### src/rtl/fifo_pkg.sv
// Shared FIFO definitions: default word width, read-side buffer depth and occupancy type.
package fifo_pkg;

  localparam int unsigned FIFO_WIDTH = 8;
  localparam int unsigned BUF_DEPTH  = 2;

  typedef logic [1:0] buf_cnt_t;

  // True when the buffer still has room for one more read once the in-flight word lands
  // and this cycle's pop (if any) has left.
  function automatic logic can_issue(buf_cnt_t cnt, logic inflight, logic pop);
    logic [2:0] occ;
    occ = {1'b0, cnt} + {2'b00, inflight} - {2'b00, pop};
    return occ < 3'(BUF_DEPTH);
  endfunction

endpackage

### src/rtl/fifo_stream_reader_if.sv
// Valid/ready word stream leaving the FIFO read controller.
interface fifo_stream_reader_if #(
  parameter int unsigned WIDTH = fifo_pkg::FIFO_WIDTH
);

  logic             valid;
  logic             ready;
  logic [WIDTH-1:0] data;

  modport master (output valid, output data, input ready);
  modport slave  (input valid, input data, output ready);

endinterface

### src/rtl/skid_buf2.sv
// Two-entry ordered buffer; entry 0 is the head. The head register keeps the last
// delivered word when the buffer drains, so the output does not glitch back to 0.
module skid_buf2 import fifo_pkg::*; #(
  parameter int unsigned WIDTH = FIFO_WIDTH
) (
  input  logic             clk,
  input  logic             rst,
  input  logic             push,
  input  logic [WIDTH-1:0] push_data,
  input  logic             pop,
  output buf_cnt_t         cnt,
  output logic [WIDTH-1:0] head
);

  logic [WIDTH-1:0] entry0_q, entry0_d;
  logic [WIDTH-1:0] entry1_q, entry1_d;
  buf_cnt_t         cnt_q, cnt_d;
  logic             pop_eff;

  assign pop_eff = pop && (cnt_q != 2'd0);
  assign cnt     = cnt_q;
  assign head    = entry0_q;

  // Next-state: shift on pop, append at the tail on push, both together keep occupancy.
  always_comb begin
    entry0_d = entry0_q;
    entry1_d = entry1_q;
    cnt_d    = cnt_q;
    case ({push, pop_eff})
      2'b10: begin
        if (cnt_q == 2'd0) begin
          entry0_d = push_data;
          cnt_d    = 2'd1;
        end else if (cnt_q == 2'd1) begin
          entry1_d = push_data;
          cnt_d    = 2'd2;
        end
      end
      2'b01: begin
        if (cnt_q == 2'd2) begin
          entry0_d = entry1_q;
        end
        cnt_d = cnt_q - 2'd1;
      end
      2'b11: begin
        if (cnt_q == 2'd2) begin
          entry0_d = entry1_q;
          entry1_d = push_data;
        end else begin
          entry0_d = push_data;
        end
      end
      default: ;
    endcase
  end

  // State registers; buffered words are discarded on reset.
  always_ff @(posedge clk or posedge rst) begin
    if (rst) begin
      entry0_q <= '0;
      entry1_q <= '0;
      cnt_q    <= 2'd0;
    end else begin
      entry0_q <= entry0_d;
      entry1_q <= entry1_d;
      cnt_q    <= cnt_d;
    end
  end

  // A push into a full buffer without a pop would lose a word.
  assert property (@(posedge clk) disable iff (rst) !(push && !pop_eff && (cnt_q == 2'd2)));
  assert property (@(posedge clk) disable iff (rst) cnt_q != 2'd3);

endmodule

### src/rtl/fifo_stream_reader.sv
// Read-side controller for the synchronous FIFO: issues reads, tracks the one-cycle read
// latency and presents returned words as a full-throughput valid/ready stream.
module fifo_stream_reader import fifo_pkg::*; #(
  parameter int unsigned WIDTH = FIFO_WIDTH,
  parameter int unsigned CNT_W = 16
) (
  input  logic                 clk,
  input  logic                 rst,
  input  logic                 en,
  input  logic                 fifo_empty,
  input  logic [WIDTH-1:0]     fifo_data,
  output logic                 fifo_rd,
  fifo_stream_reader_if.master m,
  output logic                 busy,
  output logic [CNT_W-1:0]     word_cnt
);

  logic             inflight_q;
  logic [CNT_W-1:0] word_cnt_q, word_cnt_d;
  buf_cnt_t         buf_cnt;
  logic [WIDTH-1:0] head;
  logic             valid;
  logic             pop;

  assign valid = (buf_cnt != 2'd0);
  assign pop   = valid && m.ready;

  // Read issue looks ahead at the pop so a full stream sustains one read per cycle.
  always_comb begin
    fifo_rd = en && !fifo_empty && can_issue(buf_cnt, inflight_q, pop);
  end

  // Delivered-word counter next state; wraps naturally.
  always_comb begin
    word_cnt_d = word_cnt_q;
    if (pop) begin
      word_cnt_d = word_cnt_q + 1'b1;
    end
  end

  // In-flight flag mirrors last cycle's read; counter state.
  always_ff @(posedge clk or posedge rst) begin
    if (rst) begin
      inflight_q <= 1'b0;
      word_cnt_q <= '0;
    end else begin
      inflight_q <= fifo_rd;
      word_cnt_q <= word_cnt_d;
    end
  end

  skid_buf2 #(
    .WIDTH (WIDTH)
  ) u_buf (
    .clk       (clk),
    .rst       (rst),
    .push      (inflight_q),
    .push_data (fifo_data),
    .pop       (pop),
    .cnt       (buf_cnt),
    .head      (head)
  );

  assign m.valid  = valid;
  assign m.data   = head;
  assign busy     = inflight_q || valid;
  assign word_cnt = word_cnt_q;

  // A returning word must always find a free slot.
  assert property (@(posedge clk) disable iff (rst) !(inflight_q && (buf_cnt == 2'd2)));

endmodule
### src/flat_wrapper.sv
// flat-port wrapper written by rule: the top's interface ports become plain ports
module fifo_stream_reader_flat import fifo_pkg::*;
#(
  parameter int unsigned WIDTH = FIFO_WIDTH,
  parameter int unsigned CNT_W = 16
)
  (clk, rst, en, fifo_empty, fifo_data, fifo_rd, busy, word_cnt, m_valid, m_data, m_ready);
  fifo_stream_reader_if #(.WIDTH(WIDTH)) m_i ();
  input  logic clk;
  input  logic rst;
  input  logic en;
  input  logic fifo_empty;
  input  logic [WIDTH-1:0] fifo_data;
  output logic fifo_rd;
  output logic busy;
  output logic [CNT_W-1:0] word_cnt;
  output wire logic [$bits(m_i.valid)-1:0] m_valid;
  output wire logic [$bits(m_i.data)-1:0] m_data;
  input wire logic [$bits(m_i.ready)-1:0] m_ready;
  assign m_valid = m_i.valid;
  assign m_data = m_i.data;
  assign m_i.ready = m_ready;
  fifo_stream_reader #(.WIDTH(WIDTH), .CNT_W(CNT_W)) u_core (.clk(clk), .rst(rst), .en(en), .fifo_empty(fifo_empty), .fifo_data(fifo_data), .fifo_rd(fifo_rd), .m(m_i), .busy(busy), .word_cnt(word_cnt));
endmodule
### config.mk
export PLATFORM = sky130hd
export DESIGN_NAME = fifo_stream_reader_flat
export DESIGN_NICKNAME = d
export VERILOG_FILES = /design/src/rtl/fifo_pkg.sv /design/src/rtl/fifo_stream_reader_if.sv /design/src/rtl/skid_buf2.sv /design/src/rtl/fifo_stream_reader.sv /design/src/flat_wrapper.sv
export SDC_FILE = /design/constraint.sdc
export NUM_CORES = 1
export LEC_CHECK = 0
export ABC_AREA = 1
export ABC_CLOCK_PERIOD_IN_PS = 3500
export BUFFER_PORTS_ARGS = -buffer_cell sky130_fd_sc_hd__buf_2
export CELL_PAD_IN_SITES_DETAIL_PLACEMENT = 2
export CELL_PAD_IN_SITES_GLOBAL_PLACEMENT = 2
export CORE_ASPECT_RATIO = 2
export CORE_MARGIN = 3
export CORE_UTILIZATION = 32
export CTS_BUF_LIST = sky130_fd_sc_hd__clkbuf_8
export DETAILED_ROUTE_END_ITERATION = 10
export PLACE_DENSITY_LB_ADDON = 0.1
export RECOVER_POWER = 100
export SYNTH_ARGS = -nofsm -noshare
export SYNTH_HDL_FRONTEND = slang
export SYNTH_SLANG_ARGS = --single-unit
### constraint.sdc
create_clock -name clk -period 3.5 [get_ports clk]
set_clock_uncertainty 0.2 [all_clocks]
set_input_delay 0.525 -clock clk [delete_from_list [all_inputs] [get_ports clk]]
set_output_delay 0.525 -clock clk [all_outputs]
set_load 0.05 [all_outputs]
After elaboration in Yosys (flattened, before gate mapping):

Cells that the tools add are included.

* output and inout port bits: 27
* logic and storage cells: 46
* bits in registers: 35

* mux-type cells: 11
* eq/ne operators: 11
* reductions and logical operators: 14
* $add $sub $neg: 4
* magnitude comparators: 1

Operator list (count)
* two-way mux 8 bit: 6
* case mux 8 bit (3 select lines): 1
* adder 16 x 1 -> 16 bit, second input constant: 1
* case mux 8 bit (2 select lines): 1
* inequality test 2 bit, second input constant: 5
* == test 2 bit, second input constant: 3
* nonzero test 2 bit: 3
* == test 2 x 1 -> 1 bit, second input constant: 2
* logical AND 1 bit: 4
* two-way mux 2 bit: 2
* case mux 2 bit (2 select lines): 1
* AND reduction 4 bit: 1
* adder 2 x 1 -> 3 bit: 1
* less-than comparator 3 x 2 -> 1 bit, second input constant: 1
* inequality test 3 bit, second input constant: 1
* AND reduction 3 bit: 1
* nonzero test 3 bit: 1
* subtractor 3 x 1 -> 3 bit: 1
* zero test 2 bit: 1
* AND reduction 2 bit: 1
* subtractor 2 x 1 -> 2 bit, second input constant: 1
* zero test 1 bit: 1
* logical OR 1 bit: 1

Depth between registers and ports, before layout:

Gate-level depths: netlist of run 1.

* word-level depth: 6
* depth in mapped cells: 9
* gate-level depth less buffers: 9

Cells and area by module:

Synthesis of run 1 repeated with hierarchy kept, for this count alone.

* cells, all modules: 257
* area, all modules: 2016.9 µm²

Modules (own cells, without submodules)
* skid_buf2: cells each 141, area an instance 1027.2 µm², sequential area each 450.4 µm², times used 1
* fifo_stream_reader: cells each 116, area an instance 989.7 µm², sequential area each 425.4 µm², times used 1

Worst setup path after synthesis of run 1:

OpenSTA, ideal clock, no wires.

* path type: flip-flop to output port
* from: register u_core.u_buf.cnt_q[1] (netlist: u_core.u_buf.cnt[1])
* to: output port fifo_rd
* setup slack: -0.516 ns
* cell stages (with the launch flop): 10
* arrival: 3.291 ns
* path buffers: 1
* path through: dfrtp_1 -> inv_1 -> ha_1 -> nor2_4 -> buf_4 -> ha_1 -> or2_2 -> fa_1 -> nand2_1 -> nor3_1

* longest elaborated chain between the ends: 5
* elaborated cells between the ends (all ways): 6
* those cells by class: add/sub: 2; order compare: 1; reduce/logical: 3

Ends and longest elaborated chain
* start: declaration: RTL line skid_buf2.sv:17 `buf_cnt_t cnt_q, cnt_d;`
* start signal: assignment: RTL line skid_buf2.sv:66 `cnt_q <= cnt_d;`
* nonzero test 2 bit: RTL line fifo_stream_reader.sv:25 `assign valid = (buf_cnt != 2'd0);`
* logical AND 1 bit: RTL line fifo_stream_reader.sv:26 `assign pop = valid && m.ready;`
* net u_core.pop: RTL line fifo_stream_reader.sv:23 `logic pop;`
* subtractor 3 x 1 -> 3 bit: RTL line fifo_pkg.sv:13 `occ = {1'b0, cnt} + {2'b00, inflight} - {2'b00, pop};`
* less-than comparator 3 x 2 -> 1 bit: RTL line fifo_pkg.sv:14 `return occ < 3'(BUF_DEPTH);`
* logical AND 1 bit: RTL line fifo_stream_reader.sv:30 `fifo_rd = en && !fifo_empty && can_issue(buf_cnt, inflight_q, pop);`
* end: declaration: RTL line flat_wrapper.sv:14 `output logic fifo_rd;`

The timed path passes the listed nets, and every way through them passes these cells.

Worst setup path after layout of run 1:

* from: register u_core.u_buf.cnt_q[1] (netlist: u_core.u_buf.cnt[1])
* to: output port fifo_rd

* longest elaborated chain between the ends: 5
* elaborated cells between the ends (all ways): 6
* those cells by class: add/sub: 2; order compare: 1; reduce/logical: 3

Ends and longest elaborated chain (RTL line)
* parallel branches: the longest is 2 deep, another holds adder 2 x 1 -> 3 bit
* subtractor 3 x 1 -> 3 bit *: fifo_pkg.sv:13
* less-than comparator 3 x 2 -> 1 bit *: fifo_pkg.sv:14
* logical AND 1 bit *: fifo_stream_reader.sv:30

Every way passes the cells marked *.

==> run metrics, run 1 <==
status finished clean; filler instances 673; r2r endpoint u_core.u_buf.entry1_q[0]$_DFFE_PP0P_; Cell Rows 38; post-synthesis mux area share 0%; chip height 113 um; I/O pin count 40; Startpoint Class flip-flop; # DRC 0; initial antenna violation count 0; post-synthesis area per instance 8.20 um^2; H-tree depth 2; Congestion Overflow GR 0; Placement Cell Area 2110 um^2; R2R Setup Slk 0.92 ns; synthesized-area fraction occupied by xor and xnor cells 4.27%; area of the mapped netlist 1840 um^2; Max Clk Rate 298 MHz; hold slack final 0.180 ns; Synth Instances 225; largest net degree at the start of global routing 23; Crit. End Element output port; Max rail drop VDD 0.539 mV; Antenna Nets Post-Route 0; n_diodes 0; fin area 2150 um^2; sequential share of power 33.6%; Clock Root Buffer clkbuf_8; Synth Net Count 244; setup_tns 0 ns; final hold violation count 0; simple-gate share of the synthesized area 30.9%; Reg-to-Reg Start u_core.u_buf.cnt[1]$_DFFE_PP0P_; Avg WL per Cell 16.2 um; critical path class flip-flop to output port; vias in the first global route 1860; Slew @ Worst Pin 0.828 ns; initial DRC count 27; post-DP HPWL 4220 um; Core ar. 5520 um^2; Starting Density 33.4%; placed insts 323; vias per cell 5.05; period utilization 96.0%; worst slack at placement 0.138 ns; sequential share of the synthesized area 47.5%; Max Slew Vio Count 0; Layout Nets 289; reg2reg path depth 9; # port buffers 39; Die ar. 6770 um^2; Gate power share 50.7%; Syn-to-layout area delta 16.6%; Sw Share 51.4%; CTS tree built; Post-Synth Adder-Cell Area 4.48%; RSZ-0062 raised after global routing false; #FFs+latches synth 35; Sw Pwr 1.00 mW; Synth Area in Compound Gates 5.36%; Arr. time, crit path 2.64 ns; CTS Buffer Depth 2; GP Congestion 0.700; Final Non-Filler Cells 330; CTS clk-pin slew, worst paths 0.07 ns; Leak 1.07 nW; Pwr Total 1.95 mW; total CTS buffers 5; DR pass1 iterations 3; share of layout cells above drive strength 1 10.7%; Slew headroom 44.7%; Hold Path Class input port to async pin; setup slack after layout 0.139 ns; # setup viols final 0; Clk network pwr share 15.6%; Netlist cell types 24; vias 1667; GRT Total Usage 17.6%; Worst EP required 2.77 ns; max_cap viols 0; Die X 59.7 um; CP Max Fanout 6; insertion delay to the later sink of the worst-skew pair 0.30 ns; clock sink total 35; Synthesis Warnings 0; internal power 0.948 mW; Tmin final 3.36 ns; first-pass GRT wire length 8850 um; total routed wirelength 5340 um; main combinational cell family by area after synthesis simple AND/OR/NAND/NOR gates; PD cells 908 nW/um^2; final core occ 39.0%
-- cells by family (layout without fill, tap and decap cells) --
| logic type | after synthesis | in the layout |
|---|---|---|
| AOI/OAI and AO/OA | 15 | 15 |
| xor gates and xnor gates | 9 | 9 |
| adders and majority gates | 6 | 6 |
| buffers and inverters | 32 | 77 |
| DFF | 35 | 35 |
| and+or+nand+nor | 128 | 128 |
-- layout by cell type (no fill, tap or decap) --
master | netlist | layout
nand2_1 | 71 | 73
dfrtp_1 | 35 | 35
clkbuf_1 | 0 | 28
inv_1 | 27 | 26
nand3_1 | 24 | 25
nor2_1 | 17 | 20
buf_2 | 0 | 12
o21ai_0 | 7 | 7
a31oi_1 | 7 | 7
clkbuf_8 | 0 | 6
nand4_1 | 5 | 5
xnor2_1 | 5 | 5
xor2_1 | 4 | 4
ha_1 | 5 | 4
inv_2 | 2 | 3
nor2_4 | 2 | 1
nand3b_1 | 1 | 1
nand2_2 | 2 | 1
or2_2 | 1 | 1
nor3_4 | 0 | 1
a211oi_4 | 1 | 1
fa_1 | 1 | 1
ha_4 | 0 | 1
clkinv_2 | 0 | 1
buf_6 | 0 | 1
-- layer usage --
layer	vias up	wire length [um]	global-route usage [%]
li1	797	-	-
met1	834	1810	17.5
met2	29	3270	33.6
met3	7	160	3.08
met4	0	102	7.10
met5	-	0	0
-- how the worst max path moves through the flow --
stage / start / to / cells past startpoint
2_1_floorplan: u_core.u_buf.cnt[1]$_DFFE_PP0P_ / fifo_rd / 9
3_5_place_dp: u_core.u_buf.cnt[1]$_DFFE_PP0P_ / fifo_rd / 9
5_1_grt: u_core.u_buf.cnt[1]$_DFFE_PP0P_ / fifo_rd / 9
3_3_place_gp: u_core.u_buf.cnt[1]$_DFFE_PP0P_ / fifo_rd / 9
4_1_cts: u_core.u_buf.cnt[1]$_DFFE_PP0P_ / fifo_rd / 9
6_report: u_core.u_buf.cnt[1]$_DFFE_PP0P_ / fifo_rd / 9
-- worst max-delay path: stages, from the launching register on --
cell and delay (ns):
dfrtp_1 0.44, inv_2 0.12, ha_4 0.19, nor2_4 0.05
ha_1 0.29, or2_2 0.31, fa_1 0.49, nand2_1 0.08
nor3_4 0.19, buf_6 0.18
-- what timing repair did --
action                                 4_1_cts  5_1_grt
buffers inserted                             0        0
resized for setup                            3        3
endpoints found under the hold margin        0        0
setup endpoints to repair                    1        1
hold buffers                                 0        0
-- power groups by stage --
stage / clock network [mW] / registers (mW) / logic (mW)
after CTS: 0.319 / 0.655 / 1.05
after floorplan: 0 / 0.913 / 0.515
after detailed placement: 0 / 0.661 / 1.03
after global placement: 0 / 0.655 / 0.999
after global routing: 0.334 / 0.681 / 1.08
final: 0.305 / 0.656 / 0.990
-- cell usage after synthesis --
cell type / n / share of area [%]
nor2_2: 2 / 0.68
a31oi_1: 7 / 2.4
o21ai_0: 7 / 1.9
nand2_4: 1 / 0.61
nor2_4: 2 / 1.2
inv_1: 27 / 5.5
nand3_2: 1 / 0.54
ha_1: 5 / 3.4
a211oi_4: 1 / 1.1
nand4_1: 5 / 1.7
or2_2: 1 / 0.34
buf_4: 2 / 0.81
nor2_1: 17 / 3.5
xnor2_1: 5 / 2.4
nand2_1: 71 / 14
buf_8: 1 / 0.81
nand3_1: 24 / 6.5
xor2_1: 4 / 1.9
inv_2: 2 / 0.41
nand2_2: 2 / 0.68
dfrtp_1: 35 / 47
nor3_1: 1 / 0.27
fa_1: 1 / 1.1
nand3b_1: 1 / 0.41
-- state kept, by name (all words and copies together) (netlist names) --
signal,flops
u_core.word_cnt,16
u_core.u_buf.entry1_q,8
u_core.u_buf.head,8
u_core.u_buf.cnt,2
u_core.inflight_q,1
-- cell type report --
cell class	count	area, um^2	area share, %
tap	60	75.1	3.49
multi-input combinational	158	826	38.4
clock buffer	6	82.6	3.84
sequential	35	876	40.7
clock inverter	1	5.00	0.233
inverter	29	109	5.06
timing repair buffer	41	176	8.21
Power figures use the tool's default switching activity.
==> run 2, diff against run 1 <==
--- a/config.mk
+++ b/config.mk
@@ -5,14 +5,14 @@
 export SDC_FILE = /design/constraint.sdc
 export NUM_CORES = 1
 export LEC_CHECK = 0
-export ABC_AREA = 1
+export ABC_AREA = 0
 export ABC_CLOCK_PERIOD_IN_PS = 3500
 export BUFFER_PORTS_ARGS = -buffer_cell sky130_fd_sc_hd__buf_2
 export CELL_PAD_IN_SITES_DETAIL_PLACEMENT = 2
 export CELL_PAD_IN_SITES_GLOBAL_PLACEMENT = 2
 export CORE_ASPECT_RATIO = 2
 export CORE_MARGIN = 3
-export CORE_UTILIZATION = 32
+export CORE_UTILIZATION = 35
 export CTS_BUF_LIST = sky130_fd_sc_hd__clkbuf_8
 export DETAILED_ROUTE_END_ITERATION = 10
 export PLACE_DENSITY_LB_ADDON = 0.1
==> run 2 against run 1 <==
  * The flow now finishes with violations (max-capacitance violations, max-slew violations)
  * Cell count is 25% lower
  * Global-route usage decreased by 0.94 points
  * Sequential power about the same
==> run metrics, run 2 <==
n_diodes 0; placed insts 236; Post-Synth Adder-Cell Area 5.02%; Synth Area in Compound Gates 6.00%; top_reg_cell synth dfrtp_1; CTS Buffer Depth 2; largest net degree at the start of global routing 36; initial DRC count 2; main combinational cell family by area after synthesis simple AND/OR/NAND/NOR gates; Reg-to-Reg Start u_core.u_buf.cnt[0]$_DFFE_PP0P_; final hold violation count 0; # setup viols final 0; H-tree depth 2; commonest non-fill, non-tap cells in the layout dfrtp_1, clkbuf_1, nand2_1, buf_2, xnor2_1; Final Non-Filler Cells 247; Largest register FFs 16; Pwr Total 1.93 mW; Clk network pwr share 19.3%; R2R Setup Slk 0.90 ns; top-area cell type share of the netlist area 53.2%; post-synthesis area per instance 11.5 um^2; Netlist cell types 32; simple-gate share of the synthesized area 14.1%; Slew @ Worst Pin 1.90 ns; Synth area leader dfrtp_1; sequential share of power 34.1%; chip height 103 um; reg2reg path depth 5; Syn-to-layout area delta 22.7%; I/O pin count 40; first-pass GRT wire length 6810 um; sequential share of the synthesized area 53.2%; top cells by area, synth dfrtp_1, xnor2_1, mux2i_1; Leak 0.934 nW; Core ar. 4420 um^2; GP Congestion 0.782; violated checks max-capacitance violations, max-slew violations; Startpoint Class flip-flop; post-DP HPWL 3030 um; setup slack after layout 0.153 ns; # port buffers 39; Synth Instances 143; CP max-delay cell fa_2; Max Slew Vio Count 36; Async S/R FF share, synth 100%; hold slack final 0.211 ns; Placement Cell Area 1920 um^2; #FFs+latches synth 35; Gate power share 46.6%; Cell Rows 34; worst-path cell chain inv_2 > ha_1 > nand2b_4 > inv_2 > ha_1 > nand2b_1 > fa_2 > nand2_1 > nor3_2 > buf_6; Avg WL per Cell 16.5 um; GRT Total Usage 16.7%; worst hold path depth 2; Die X 54.5 um; Congestion Overflow GR 0; most frequent cells after synthesis dfrtp_1, nand2_1, xnor2_1; internal power 1.05 mW; insertion delay to the later sink of the worst-skew pair 0.28 ns; area of the mapped netlist 1650 um^2; Max rail drop VDD 0.463 mV; CTS tree built; share of layout cells above drive strength 1 22.8%; Sw Share 45.5%; setup_tns 0 ns; Clock Root Buffer clkbuf_8; synthesized-area fraction occupied by xor and xnor cells 7.98%; DR pass1 iterations 2; Antenna Nets Post-Route 0; min-delay src fifo_empty; Starting Density 37.2%; r2r endpoint u_core.u_buf.entry1_q[4]$_DFFE_PP0P_; Layout Nets 211; Post-synth EDFFs 0; Synthesis Warnings 0; fin area 2020 um^2; period utilization 95.6%; total CTS buffers 5; vias 1257; clock sink total 35; worst slack at placement 0.227 ns; Tmin final 3.35 ns; # DRC 0; final core occ 45.7%; filler instances 511; Slew headroom -26.5%; critical path class flip-flop to output port; Sw Pwr 0.880 mW; Worst EP required 2.77 ns; RSZ-0062 raised after global routing false; PD cells 956 nW/um^2; vias per cell 5.09; Max Clk Rate 299 MHz; total routed wirelength 4070 um; CP peak stage delay 0.53 ns; Arr. time, crit path 2.62 ns; initial antenna violation count 0; Hold Path Class input port to flip-flop; Synth Net Count 162; CTS clk-pin slew, worst paths 0.07 ns; max_cap viols 1; Crit. End Element output port; status finished, violations left; most common cell after layout, fill and taps aside dfrtp_1; vias in the first global route 1441; post-synthesis mux area share 10.9%; most common cell in the netlist dfrtp_1; worst-case hold path end point u_core.inflight_q$_DFF_PP0_; Die ar. 5610 um^2; CP Max Fanout 7
==> run 2: critical path, delay by kind of cell, from the launching register on <==
| kind | cells | cell delay, ns |
|---|---|---|
| flip-flops | 1 | 0.45 |
| adder cells (fa/ha/maj) | 3 | 0.98 |
| AND/OR/NAND/NOR | 4 | 0.55 |
| buffers and inverters | 3 | 0.36 |
==> run 2: power by group through the flow <==
stage / Sequential, mW / Combinational (mW) / Clock [mW]
after detailed placement: 0.666 / 0.914 / 0
after floorplan: 0.898 / 0.441 / 0
after CTS: 0.660 / 0.921 / 0.387
final: 0.659 / 0.900 / 0.373
after global routing: 0.684 / 0.999 / 0.406
after global placement: 0.655 / 0.875 / 0
==> run 2: routing by layer <==
| layer | track usage (%) | vias to the layer above | part of all wire, % |
|---|---|---|---|
| met3 | 3.33 | 8 | 3.8 |
| li1 | - | 585 | - |
| met5 | 0 | - | 0 |
| met1 | 17.5 | 636 | 36 |
| met4 | 7.49 | 0 | 2.3 |
| met2 | 30.3 | 28 | 58 |
==> run 2: logic make-up (layout without fill, tap and decap cells) <==
group / Yosys count / after routing
and+or+nand+nor: 43 / 43
adders and majority gates: 6 / 6
buffers and inverters: 10 / 60
DFF: 35 / 35
muxes: 17 / 17
xor gates and xnor gates: 15 / 15
AOI/OAI and AO/OA: 17 / 17
==> run 2: layout make-up <==
cell class / instances / area (um^2) / area share, %
Clock buffer: 6 / 82.6 / 4.09
Sequential cell: 35 / 878 / 43.5
Clock inverter: 2 / 35.0 / 1.73
Multi-Input combinational cell: 98 / 717 / 35.5
Timing Repair Buffer: 45 / 214 / 10.6
Tap cell: 54 / 67.6 / 3.34
Inverter: 7 / 26.3 / 1.30
==> run 2: how the worst max path moves through the flow <==
stage	startpoint	end	slack, ns
final	u_core.u_buf.cnt[1]$_DFFE_PP0P_	fifo_rd	0.15
after global routing	u_core.u_buf.cnt[1]$_DFFE_PP0P_	fifo_rd	0.02
after CTS	u_core.u_buf.cnt[1]$_DFFE_PP0P_	fifo_rd	0.008
after detailed placement	u_core.u_buf.cnt[1]$_DFFE_PP0P_	fifo_rd	0.23
after global placement	u_core.u_buf.cnt[1]$_DFFE_PP0P_	fifo_rd	0.35
after floorplan	u_core.u_buf.cnt[1]$_DFFE_PP0P_	fifo_rd	0.11
==> run 2: timing repair <==
action                     4_1_cts  5_1_grt
pin swaps                        0        1
setup buffers                    0        3
hold buffers                     0        0
gates resized for setup          2        4
setup endpoints to repair        1        1
